### config.mk
export PLATFORM = sky130hd
export DESIGN_NAME = tcam_arbiter_flat
export DESIGN_NICKNAME = d
export VERILOG_FILES = /design/src/rtl/tcam_arbiter_if.sv /design/src/rtl/tcam_arbiter.sv /design/src/flat_wrapper.sv
export SDC_FILE = /design/constraint.sdc
export NUM_CORES = 1
export LEC_CHECK = 0
export CORE_AREA = 2 2 230 232
export CTS_CLUSTER_DIAMETER = 50
export DETAILED_ROUTE_END_ITERATION = 8
export DIE_AREA = 0 0 232 234
export GPL_ROUTABILITY_DRIVEN = 0
export HOLD_SLACK_MARGIN = 0.03
export PLACE_DENSITY = 0.48
export SKIP_CTS_REPAIR_TIMING = 1
export SLEW_MARGIN = 20
export SYNTH_ARGS = -nofsm -noshare
export SYNTH_HDL_FRONTEND = slang
export SYNTH_SLANG_ARGS = --single-unit
### constraint.sdc
create_clock -name clk -period 2.1 [get_ports clk]
set_clock_uncertainty 0.2 [all_clocks]
set_input_delay 0.42 -clock clk [delete_from_list [all_inputs] [get_ports clk]]
set_output_delay 0.42 -clock clk [all_outputs]
set_load 0.02 [all_outputs]
### src/rtl/tcam_arbiter_if.sv
// Requester-side bundle for tcam_arbiter: per-requester commands in, one-hot accept/response out.
interface tcam_arbiter_if #(
  parameter int NUM_REQ    = 4,
  parameter int WORD_WIDTH = 32,
  parameter int ADDR_WIDTH = 4,
  parameter int DATA_WIDTH = 32
);
  logic [NUM_REQ-1:0]            req_valid;
  logic [NUM_REQ-1:0]            req_ready;
  logic [NUM_REQ-1:0]            req_opcode;
  logic [NUM_REQ-1:0]            req_clr;
  logic [NUM_REQ*WORD_WIDTH-1:0] req_word;
  logic [NUM_REQ*WORD_WIDTH-1:0] req_mask;
  logic [NUM_REQ*ADDR_WIDTH-1:0] req_addr;
  logic [NUM_REQ*DATA_WIDTH-1:0] req_data;
  logic [NUM_REQ-1:0]            rsp_valid;
  logic                          rsp_hit;
  logic [DATA_WIDTH-1:0]         rsp_data;

  modport master (
    output req_valid, req_opcode, req_clr, req_word, req_mask, req_addr, req_data,
    input  req_ready, rsp_valid, rsp_hit, rsp_data
  );

  modport slave (
    input  req_valid, req_opcode, req_clr, req_word, req_mask, req_addr, req_data,
    output req_ready, rsp_valid, rsp_hit, rsp_data
  );
endinterface

### src/rtl/tcam_arbiter.sv
// Shares one tcam between NUM_REQ requesters; round-robin by default, strict lowest-index
// priority when TCAM_ARB_FIXED_PRIO_EN is defined. One command outstanding at a time.
module tcam_arbiter #(
  parameter int NUM_REQ       = 4,
  parameter int WORD_WIDTH    = 32,
  parameter int ADDR_WIDTH    = 4,
  parameter int DATA_WIDTH    = 32,
  parameter int READ_LATENCY  = 4,
  parameter int WRITE_LATENCY = 1
) (
  input  logic                  clk,
  input  logic                  rst_n,
  tcam_arbiter_if.slave         req_bus,
  output logic                  tcam_req,
  output logic                  tcam_opcode,
  output logic                  tcam_clr,
  output logic [WORD_WIDTH-1:0] tcam_word,
  output logic [WORD_WIDTH-1:0] tcam_mask,
  output logic [ADDR_WIDTH-1:0] tcam_addr,
  output logic [DATA_WIDTH-1:0] tcam_data,
  output logic                  tcam_ack,
  input  logic                  tcam_valid,
  input  logic [DATA_WIDTH-1:0] tcam_data_out,
  output logic                  busy
);

  localparam int IDX_W = (NUM_REQ > 1) ? $clog2(NUM_REQ) : 1;

  typedef enum logic [1:0] {IDLE, ISSUE, WAIT, RESP} state_t;

  state_t           state;
  logic [IDX_W-1:0] win;
  logic [IDX_W-1:0] pick;
  logic [IDX_W-1:0] idx;
  logic [3:0]       cnt;
`ifndef TCAM_ARB_FIXED_PRIO_EN
  logic [IDX_W-1:0] ptr;
`endif

  // Scan from the highest candidate down so the closest requester to the start point wins.
  always_comb begin
    pick = '0;
    idx  = '0;
`ifdef TCAM_ARB_FIXED_PRIO_EN
    for (int i = NUM_REQ - 1; i >= 0; i--) begin
      idx = IDX_W'(i);
      if (req_bus.req_valid[idx]) pick = idx;
    end
`else
    for (int k = NUM_REQ - 1; k >= 0; k--) begin
      idx = IDX_W'((int'(ptr) + k) % NUM_REQ);
      if (req_bus.req_valid[idx]) pick = idx;
    end
`endif
  end

  always_ff @(posedge clk) begin
    if (!rst_n) begin
      state             <= IDLE;
      win               <= '0;
      cnt               <= '0;
`ifndef TCAM_ARB_FIXED_PRIO_EN
      ptr               <= '0;
`endif
      tcam_req          <= 1'b0;
      tcam_opcode       <= 1'b0;
      tcam_clr          <= 1'b0;
      tcam_word         <= '0;
      tcam_mask         <= '0;
      tcam_addr         <= '0;
      tcam_data         <= '0;
      tcam_ack          <= 1'b0;
      busy              <= 1'b0;
      req_bus.req_ready <= '0;
      req_bus.rsp_valid <= '0;
      req_bus.rsp_hit   <= 1'b0;
      req_bus.rsp_data  <= '0;
    end else begin
      tcam_req          <= 1'b0;
      tcam_ack          <= 1'b0;
      req_bus.req_ready <= '0;
      req_bus.rsp_valid <= '0;
      case (state)
        IDLE: begin
          if (|req_bus.req_valid) begin
            win                     <= pick;
            tcam_opcode             <= req_bus.req_opcode[pick];
            tcam_clr                <= req_bus.req_clr[pick];
            tcam_word               <= WORD_WIDTH'(req_bus.req_word >> (int'(pick) * WORD_WIDTH));
            tcam_mask               <= WORD_WIDTH'(req_bus.req_mask >> (int'(pick) * WORD_WIDTH));
            tcam_addr               <= ADDR_WIDTH'(req_bus.req_addr >> (int'(pick) * ADDR_WIDTH));
            tcam_data               <= DATA_WIDTH'(req_bus.req_data >> (int'(pick) * DATA_WIDTH));
            tcam_req                <= 1'b1;
            req_bus.req_ready[pick] <= 1'b1;
            busy                    <= 1'b1;
            state                   <= ISSUE;
          end else begin
            busy <= 1'b0;
          end
        end
        ISSUE: begin
          cnt   <= tcam_opcode ? 4'(READ_LATENCY - 1) : 4'(WRITE_LATENCY - 1);
          state <= WAIT;
        end
        WAIT: begin
          if (cnt == 4'd0) begin
            req_bus.rsp_hit  <= tcam_opcode & tcam_valid;
            req_bus.rsp_data <= (tcam_opcode && tcam_valid) ? tcam_data_out : '0;
            state            <= RESP;
          end else begin
            cnt <= cnt - 4'd1;
          end
        end
        RESP: begin
          req_bus.rsp_valid[win] <= 1'b1;
          tcam_ack               <= 1'b1;
`ifndef TCAM_ARB_FIXED_PRIO_EN
          ptr <= (win == IDX_W'(NUM_REQ - 1)) ? '0 : win + IDX_W'(1);
`endif
          // A request already pending will be granted in the very next IDLE, so busy stays up.
          busy  <= |req_bus.req_valid;
          state <= IDLE;
        end
        default: state <= IDLE;
      endcase
    end
  end

endmodule

### src/flat_wrapper.sv
// flat-port wrapper written by rule: the top's interface ports become plain ports
module tcam_arbiter_flat 
#(
  parameter int NUM_REQ       = 4,
  parameter int WORD_WIDTH    = 32,
  parameter int ADDR_WIDTH    = 4,
  parameter int DATA_WIDTH    = 32,
  parameter int READ_LATENCY  = 4,
  parameter int WRITE_LATENCY = 1
)
  (clk, rst_n, tcam_req, tcam_opcode, tcam_clr, tcam_word, tcam_mask, tcam_addr, tcam_data, tcam_ack, tcam_valid, tcam_data_out, busy, req_bus_req_valid, req_bus_req_opcode, req_bus_req_clr, req_bus_req_word, req_bus_req_mask, req_bus_req_addr, req_bus_req_data, req_bus_req_ready, req_bus_rsp_valid, req_bus_rsp_hit, req_bus_rsp_data);
  tcam_arbiter_if #(.NUM_REQ(NUM_REQ), .WORD_WIDTH(WORD_WIDTH), .ADDR_WIDTH(ADDR_WIDTH), .DATA_WIDTH(DATA_WIDTH)) req_bus_i ();
  input  logic clk;
  input  logic rst_n;
  output logic tcam_req;
  output logic tcam_opcode;
  output logic tcam_clr;
  output logic [WORD_WIDTH-1:0] tcam_word;
  output logic [WORD_WIDTH-1:0] tcam_mask;
  output logic [ADDR_WIDTH-1:0] tcam_addr;
  output logic [DATA_WIDTH-1:0] tcam_data;
  output logic tcam_ack;
  input  logic tcam_valid;
  input  logic [DATA_WIDTH-1:0] tcam_data_out;
  output logic busy;
  input wire logic [$bits(req_bus_i.req_valid)-1:0] req_bus_req_valid;
  input wire logic [$bits(req_bus_i.req_opcode)-1:0] req_bus_req_opcode;
  input wire logic [$bits(req_bus_i.req_clr)-1:0] req_bus_req_clr;
  input wire logic [$bits(req_bus_i.req_word)-1:0] req_bus_req_word;
  input wire logic [$bits(req_bus_i.req_mask)-1:0] req_bus_req_mask;
  input wire logic [$bits(req_bus_i.req_addr)-1:0] req_bus_req_addr;
  input wire logic [$bits(req_bus_i.req_data)-1:0] req_bus_req_data;
  output wire logic [$bits(req_bus_i.req_ready)-1:0] req_bus_req_ready;
  output wire logic [$bits(req_bus_i.rsp_valid)-1:0] req_bus_rsp_valid;
  output wire logic [$bits(req_bus_i.rsp_hit)-1:0] req_bus_rsp_hit;
  output wire logic [$bits(req_bus_i.rsp_data)-1:0] req_bus_rsp_data;
  assign req_bus_i.req_valid = req_bus_req_valid;
  assign req_bus_i.req_opcode = req_bus_req_opcode;
  assign req_bus_i.req_clr = req_bus_req_clr;
  assign req_bus_i.req_word = req_bus_req_word;
  assign req_bus_i.req_mask = req_bus_req_mask;
  assign req_bus_i.req_addr = req_bus_req_addr;
  assign req_bus_i.req_data = req_bus_req_data;
  assign req_bus_req_ready = req_bus_i.req_ready;
  assign req_bus_rsp_valid = req_bus_i.rsp_valid;
  assign req_bus_rsp_hit = req_bus_i.rsp_hit;
  assign req_bus_rsp_data = req_bus_i.rsp_data;
  tcam_arbiter #(.NUM_REQ(NUM_REQ), .WORD_WIDTH(WORD_WIDTH), .ADDR_WIDTH(ADDR_WIDTH), .DATA_WIDTH(DATA_WIDTH), .READ_LATENCY(READ_LATENCY), .WRITE_LATENCY(WRITE_LATENCY)) u_core (.clk(clk), .rst_n(rst_n), .req_bus(req_bus_i), .tcam_req(tcam_req), .tcam_opcode(tcam_opcode), .tcam_clr(tcam_clr), .tcam_word(tcam_word), .tcam_mask(tcam_mask), .tcam_addr(tcam_addr), .tcam_data(tcam_data), .tcam_ack(tcam_ack), .tcam_valid(tcam_valid), .tcam_data_out(tcam_data_out), .busy(busy));
endmodule
==> results_tabular.tex <==
\begin{tabular}{lr}
\hline
Metric & Value \\
\hline
\multicolumn{2}{l}{\textbf{Cells and area}} \\
Final core utilization & 34.58\% \\
Most frequent standard cell in the layout excluding fill and tap cells & sky130\_fd\_sc\_hd\_\_clkdlybuf4s50\_1 \\
Number of nets in the final layout & 2063 \\
Area growth, synth to finish & 109.8\% \\
Fill cell instance count of the final layout & 5356 \\
Highest-count cells in the layout ignoring fill and taps & sky130\_fd\_sc\_hd\_\_clkdlybuf4s50\_1 (467), sky130\_fd\_sc\_hd\_\_dfxtp\_1 (154), sky130\_fd\_sc\_hd\_\_o21ai\_0 (126), sky130\_fd\_sc\_hd\_\_dlymetal6s2s\_1 (122), sky130\_fd\_sc\_hd\_\_buf\_4 (93) \\
Ant diodes & 0 \\
Share of post-route cells with drive strength above 1 & 15.93\% \\
\multicolumn{2}{l}{\textbf{Timing}} \\
Transition at the pin with the smallest max-transition slack & 0.4453 ns \\
Fin crit share & 99.52\% \\
Max-slew violation count & 0 \\
Unrepaired setup endpoints after global routing & yes \\
Achievable Freq & 478.5 MHz \\
Final critical path time including I/O delays and setup & 2.090 ns \\
Setup TNS & 0 ns \\
Slew margin rel. & 70.27\% \\
Hold violation count in the final report & 0 \\
Final Hold Slack & 0.06318 ns \\
Number of endpoints failing setup at the final stage & 0 \\
\multicolumn{2}{l}{\textbf{Route}} \\
Remaining antenna violation count after routing & 0 \\
Number of search-and-repair iterations in the first detailed-routing pass & 4 \\
Total Wirelength & 47.42 mm \\
Via-to-Cell Ratio & 4.670 \\
Violation count after the first detailed-route iteration & 458 \\
DR WL/cell & 20.55 um \\
Final routed DRC violation total & 0 \\
Vias after detailed routing & 10778 \\
\multicolumn{2}{l}{\textbf{GRT}} \\
Vias in the first global route & 10599 \\
Pin count of the biggest net entering global routing & 95 \\
Global-route wire length before repair & 64.15 mm \\
Global-route total usage across every layer & 15.83\% \\
Total overflow reported by the global router & 0 \\
Number of antenna violations at the first check in global routing & 2 \\
\multicolumn{2}{l}{\textbf{Setup path}} \\
Path depth of the worst reg2reg path & 8 \\
Kind of end point of the critical path & flop \\
Critical path fanouts, max & 6 \\
Worst r2r dst & u\_core.tcam\_data[17]\$\_SDFFE\_PN0P\_ \\
Reg2Reg Launch Point & u\_core.ptr[0]\$\_SDFFE\_PN0P\_ \\
Crit path launch type & flop \\
Critical setup path kind & reg2reg \\
Crit path arrival time & 2.25 ns \\
Slack of the worst reg-to-reg path & 0.01 ns \\
Required time of the critical path & 2.26 ns \\
\multicolumn{2}{l}{\textbf{Logic synthesis}} \\
Number of flops mapped to enable cells by yosys & 0 \\
Largest area contributor in the netlist & sky130\_fd\_sc\_hd\_\_dfxtp\_1 \\
Number of distinct library cells after synthesis & 41 \\
Portion of the post-synthesis area used by sequential elements & 36.42\% \\
Flip-flop and latch count after synthesis & 156 \\
Main synth FF type & sky130\_fd\_sc\_hd\_\_dfxtp\_1 \\
Ranking of synthesized cells by area & sky130\_fd\_sc\_hd\_\_dfxtp\_1 (36\%), sky130\_fd\_sc\_hd\_\_a221oi\_1 (11\%), sky130\_fd\_sc\_hd\_\_mux2i\_1 (10\%) \\
Gate count after technology mapping & 972 \\
Mapped Avg Cell Area & 8.821 um2 \\
Net count of the mapped netlist & 1428 \\
Total number of yosys warnings & 0 \\
Post-synthesis async set-or-reset flop share & 0\% \\
Synthesized area & 8574 um2 \\
Area share of the largest cell type after synthesis & 36.42\% \\
\multicolumn{2}{l}{\textbf{Min path}} \\
Worst Hold Launch & rst\_n \\
Hold EP & u\_core.req\_bus.rsp\_data[27]\$\_SDFFE\_PN0P\_ \\
Path type of the worst min-delay path & in2reg \\
Number of cells traversed by the worst hold path & 2 \\
\multicolumn{2}{l}{\textbf{CTS}} \\
Clock Sink Count & 156 \\
Maximum root-to-sink buffer count & 2 \\
Clock root cell & sky130\_fd\_sc\_hd\_\_clkbuf\_16 \\
Insertion delay to the later sink of the worst-skew pair & 0.48 ns \\
Clock tree from TritonCTS & done \\
H-tree depth reported by CTS & 4 \\
Clock transition at the registers of the reported paths & 0.07 ns \\
CTS Buf Count & 17 \\
\multicolumn{2}{l}{\textbf{Outcome}} \\
Outcome & finished clean \\
\multicolumn{2}{l}{\textbf{Die}} \\
Horiz. Die Dim & 232 um \\
Vertical die dimension & 234 um \\
Area of the die & 54290 um2 \\
Row cnt & 84 \\
Standard cell core area & 52020 um2 \\
Count of boundary I/O pins & 593 \\
Starting density of the core & 16.48\% \\
\multicolumn{2}{l}{\textbf{Power and ir drop}} \\
Leakage power summed over all cells & 0.008268 uW \\
Areal power density over the cells & 1060 nW/um2 \\
Total design power & 19080 uW \\
Worst VDD drop & 667.6 uV \\
\multicolumn{2}{l}{\textbf{Placed design}} \\
Count of input and output buffers & 592 \\
Post-detailed-placement half-perimeter wirelength & 35.44 mm \\
\multicolumn{2}{l}{\textbf{Run}} \\
Number of max-cap violations & 0 \\
\hline
\end{tabular}
[critical path, cell delays in order, from the launching register on]
cell,delay [ns]
sky130_fd_sc_hd__dfxtp_2,0.34
sky130_fd_sc_hd__and2b_4,0.20
sky130_fd_sc_hd__buf_6,0.11
sky130_fd_sc_hd__nor4_4,0.33
sky130_fd_sc_hd__nor2_4,0.12
sky130_fd_sc_hd__clkbuf_16,0.21
sky130_fd_sc_hd__clkbuf_16,0.18
sky130_fd_sc_hd__mux2i_1,0.16
sky130_fd_sc_hd__o22ai_1,0.09
[worst max path at each step]
stage | from | endpoint | slack (ns) | cells past startpoint
detailed placement | req_bus_req_valid[2] | u_core.tcam_word[23]$_SDFFE_PN0P_ | -0.72 | 8
global placement | req_bus_req_valid[2] | u_core.tcam_word[23]$_SDFFE_PN0P_ | -0.74 | 8
global route | u_core.ptr[0]$_SDFFE_PN0P_ | u_core.tcam_mask[14]$_SDFFE_PN0P_ | -0.1 | 9
CTS | u_core.tcam_word[29]$_SDFFE_PN0P_ | tcam_word[29] | -0.22 | 1
floorplan | req_bus_req_valid[3] | u_core.tcam_opcode$_SDFFE_PN0P_ | 0.09 | 8
finish | u_core.ptr[0]$_SDFFE_PN0P_ | u_core.tcam_data[17]$_SDFFE_PN0P_ | 0.01 | 8
[cell families (layout without fill, tap and decap cells)]
family / Yosys count / after routing / synth area share, %
AOI/OAI and AO/OA: 488 / 488 / 38.65
DFF: 156 / 156 / 36.42
buffers and inverters: 128 / 776 / 6.289
and+or+nand+nor: 105 / 105 / 7.282
muxes: 86 / 86 / 10.04
adders and majority gates: 9 / 9 / 1.313
[per-layer routing]
layer / vias to the layer above / share of wire [%] / track usage (%)
met1: 5159 / 40 / 18.19
met4: 2 / 2.8 / 5.929
met3: 66 / 6.7 / 4.827
li1: 5138 / - / -
met5: - / 0.027 / 0
met2: 413 / 51 / 27.56
[sequential cells by signal, summed over array words and instances, names as in the netlist, 2 cells and up]
name                      count
u_core.tcam_addr              4
u_core.req_bus.rsp_valid      4
u_core.cnt                    4
u_core.tcam_mask             32
u_core.req_bus.rsp_data      32
u_core.tcam_data             32
u_core.win                    2
u_core.state                  2
u_core.ptr                    2
u_core.req_bus.req_ready      4
u_core.tcam_word             32
[stage by stage]
step	std cells	instance area, um2	worst slack (ns)
4_1_cts	2285	16810	-0.2222
3_5_place_dp	2253	16100	-0.7188
2_1_floorplan	972	8574	0.08587
3_3_place_gp	2253	16100	-0.7394
5_1_grt	2308	17990	-0.09860
6_report	2308	17990	0.01008
[where the power goes]
part / total (uW) / internal (uW) / switching (uW)
clock network: 3900 / 2490 / 1400
logic: 10500 / 5050 / 5410
registers: 4720 / 4000 / 716
[synthesized netlist by cell type (2+ instances only)]
cell type	number
sky130_fd_sc_hd__buf_1	3
sky130_fd_sc_hd__dfxtp_1	156
sky130_fd_sc_hd__nand3_1	22
sky130_fd_sc_hd__buf_2	41
sky130_fd_sc_hd__buf_4	2
sky130_fd_sc_hd__clkbuf_1	72
sky130_fd_sc_hd__nand2b_1	2
sky130_fd_sc_hd__ha_1	9
sky130_fd_sc_hd__o22ai_1	81
sky130_fd_sc_hd__a21boi_0	2
sky130_fd_sc_hd__nand2_1	14
sky130_fd_sc_hd__o221a_2	2
sky130_fd_sc_hd__inv_1	10
sky130_fd_sc_hd__and2_1	3
sky130_fd_sc_hd__a21oi_1	27
sky130_fd_sc_hd__a21o_1	21
sky130_fd_sc_hd__a221oi_1	103
sky130_fd_sc_hd__or3_1	2
sky130_fd_sc_hd__and3_1	8
sky130_fd_sc_hd__a22oi_1	33
sky130_fd_sc_hd__o211ai_1	81
sky130_fd_sc_hd__nor2b_1	40
sky130_fd_sc_hd__mux2i_1	86
sky130_fd_sc_hd__nor2_1	5
sky130_fd_sc_hd__o21ai_0	131
[area by class of cell]
cell class | instances | area, um2 | share of cell area [%]
timing repair buffer | 734 | 7879 | 43.79
multi-input combinational | 688 | 5374 | 29.87
sequential | 156 | 3128 | 17.39
tap | 688 | 860.8 | 4.785
clock buffer | 20 | 446.7 | 2.483
clock inverter | 12 | 265.3 | 1.474
inverter | 10 | 37.54 | 0.2086
(Power assumes the default switching activity.)
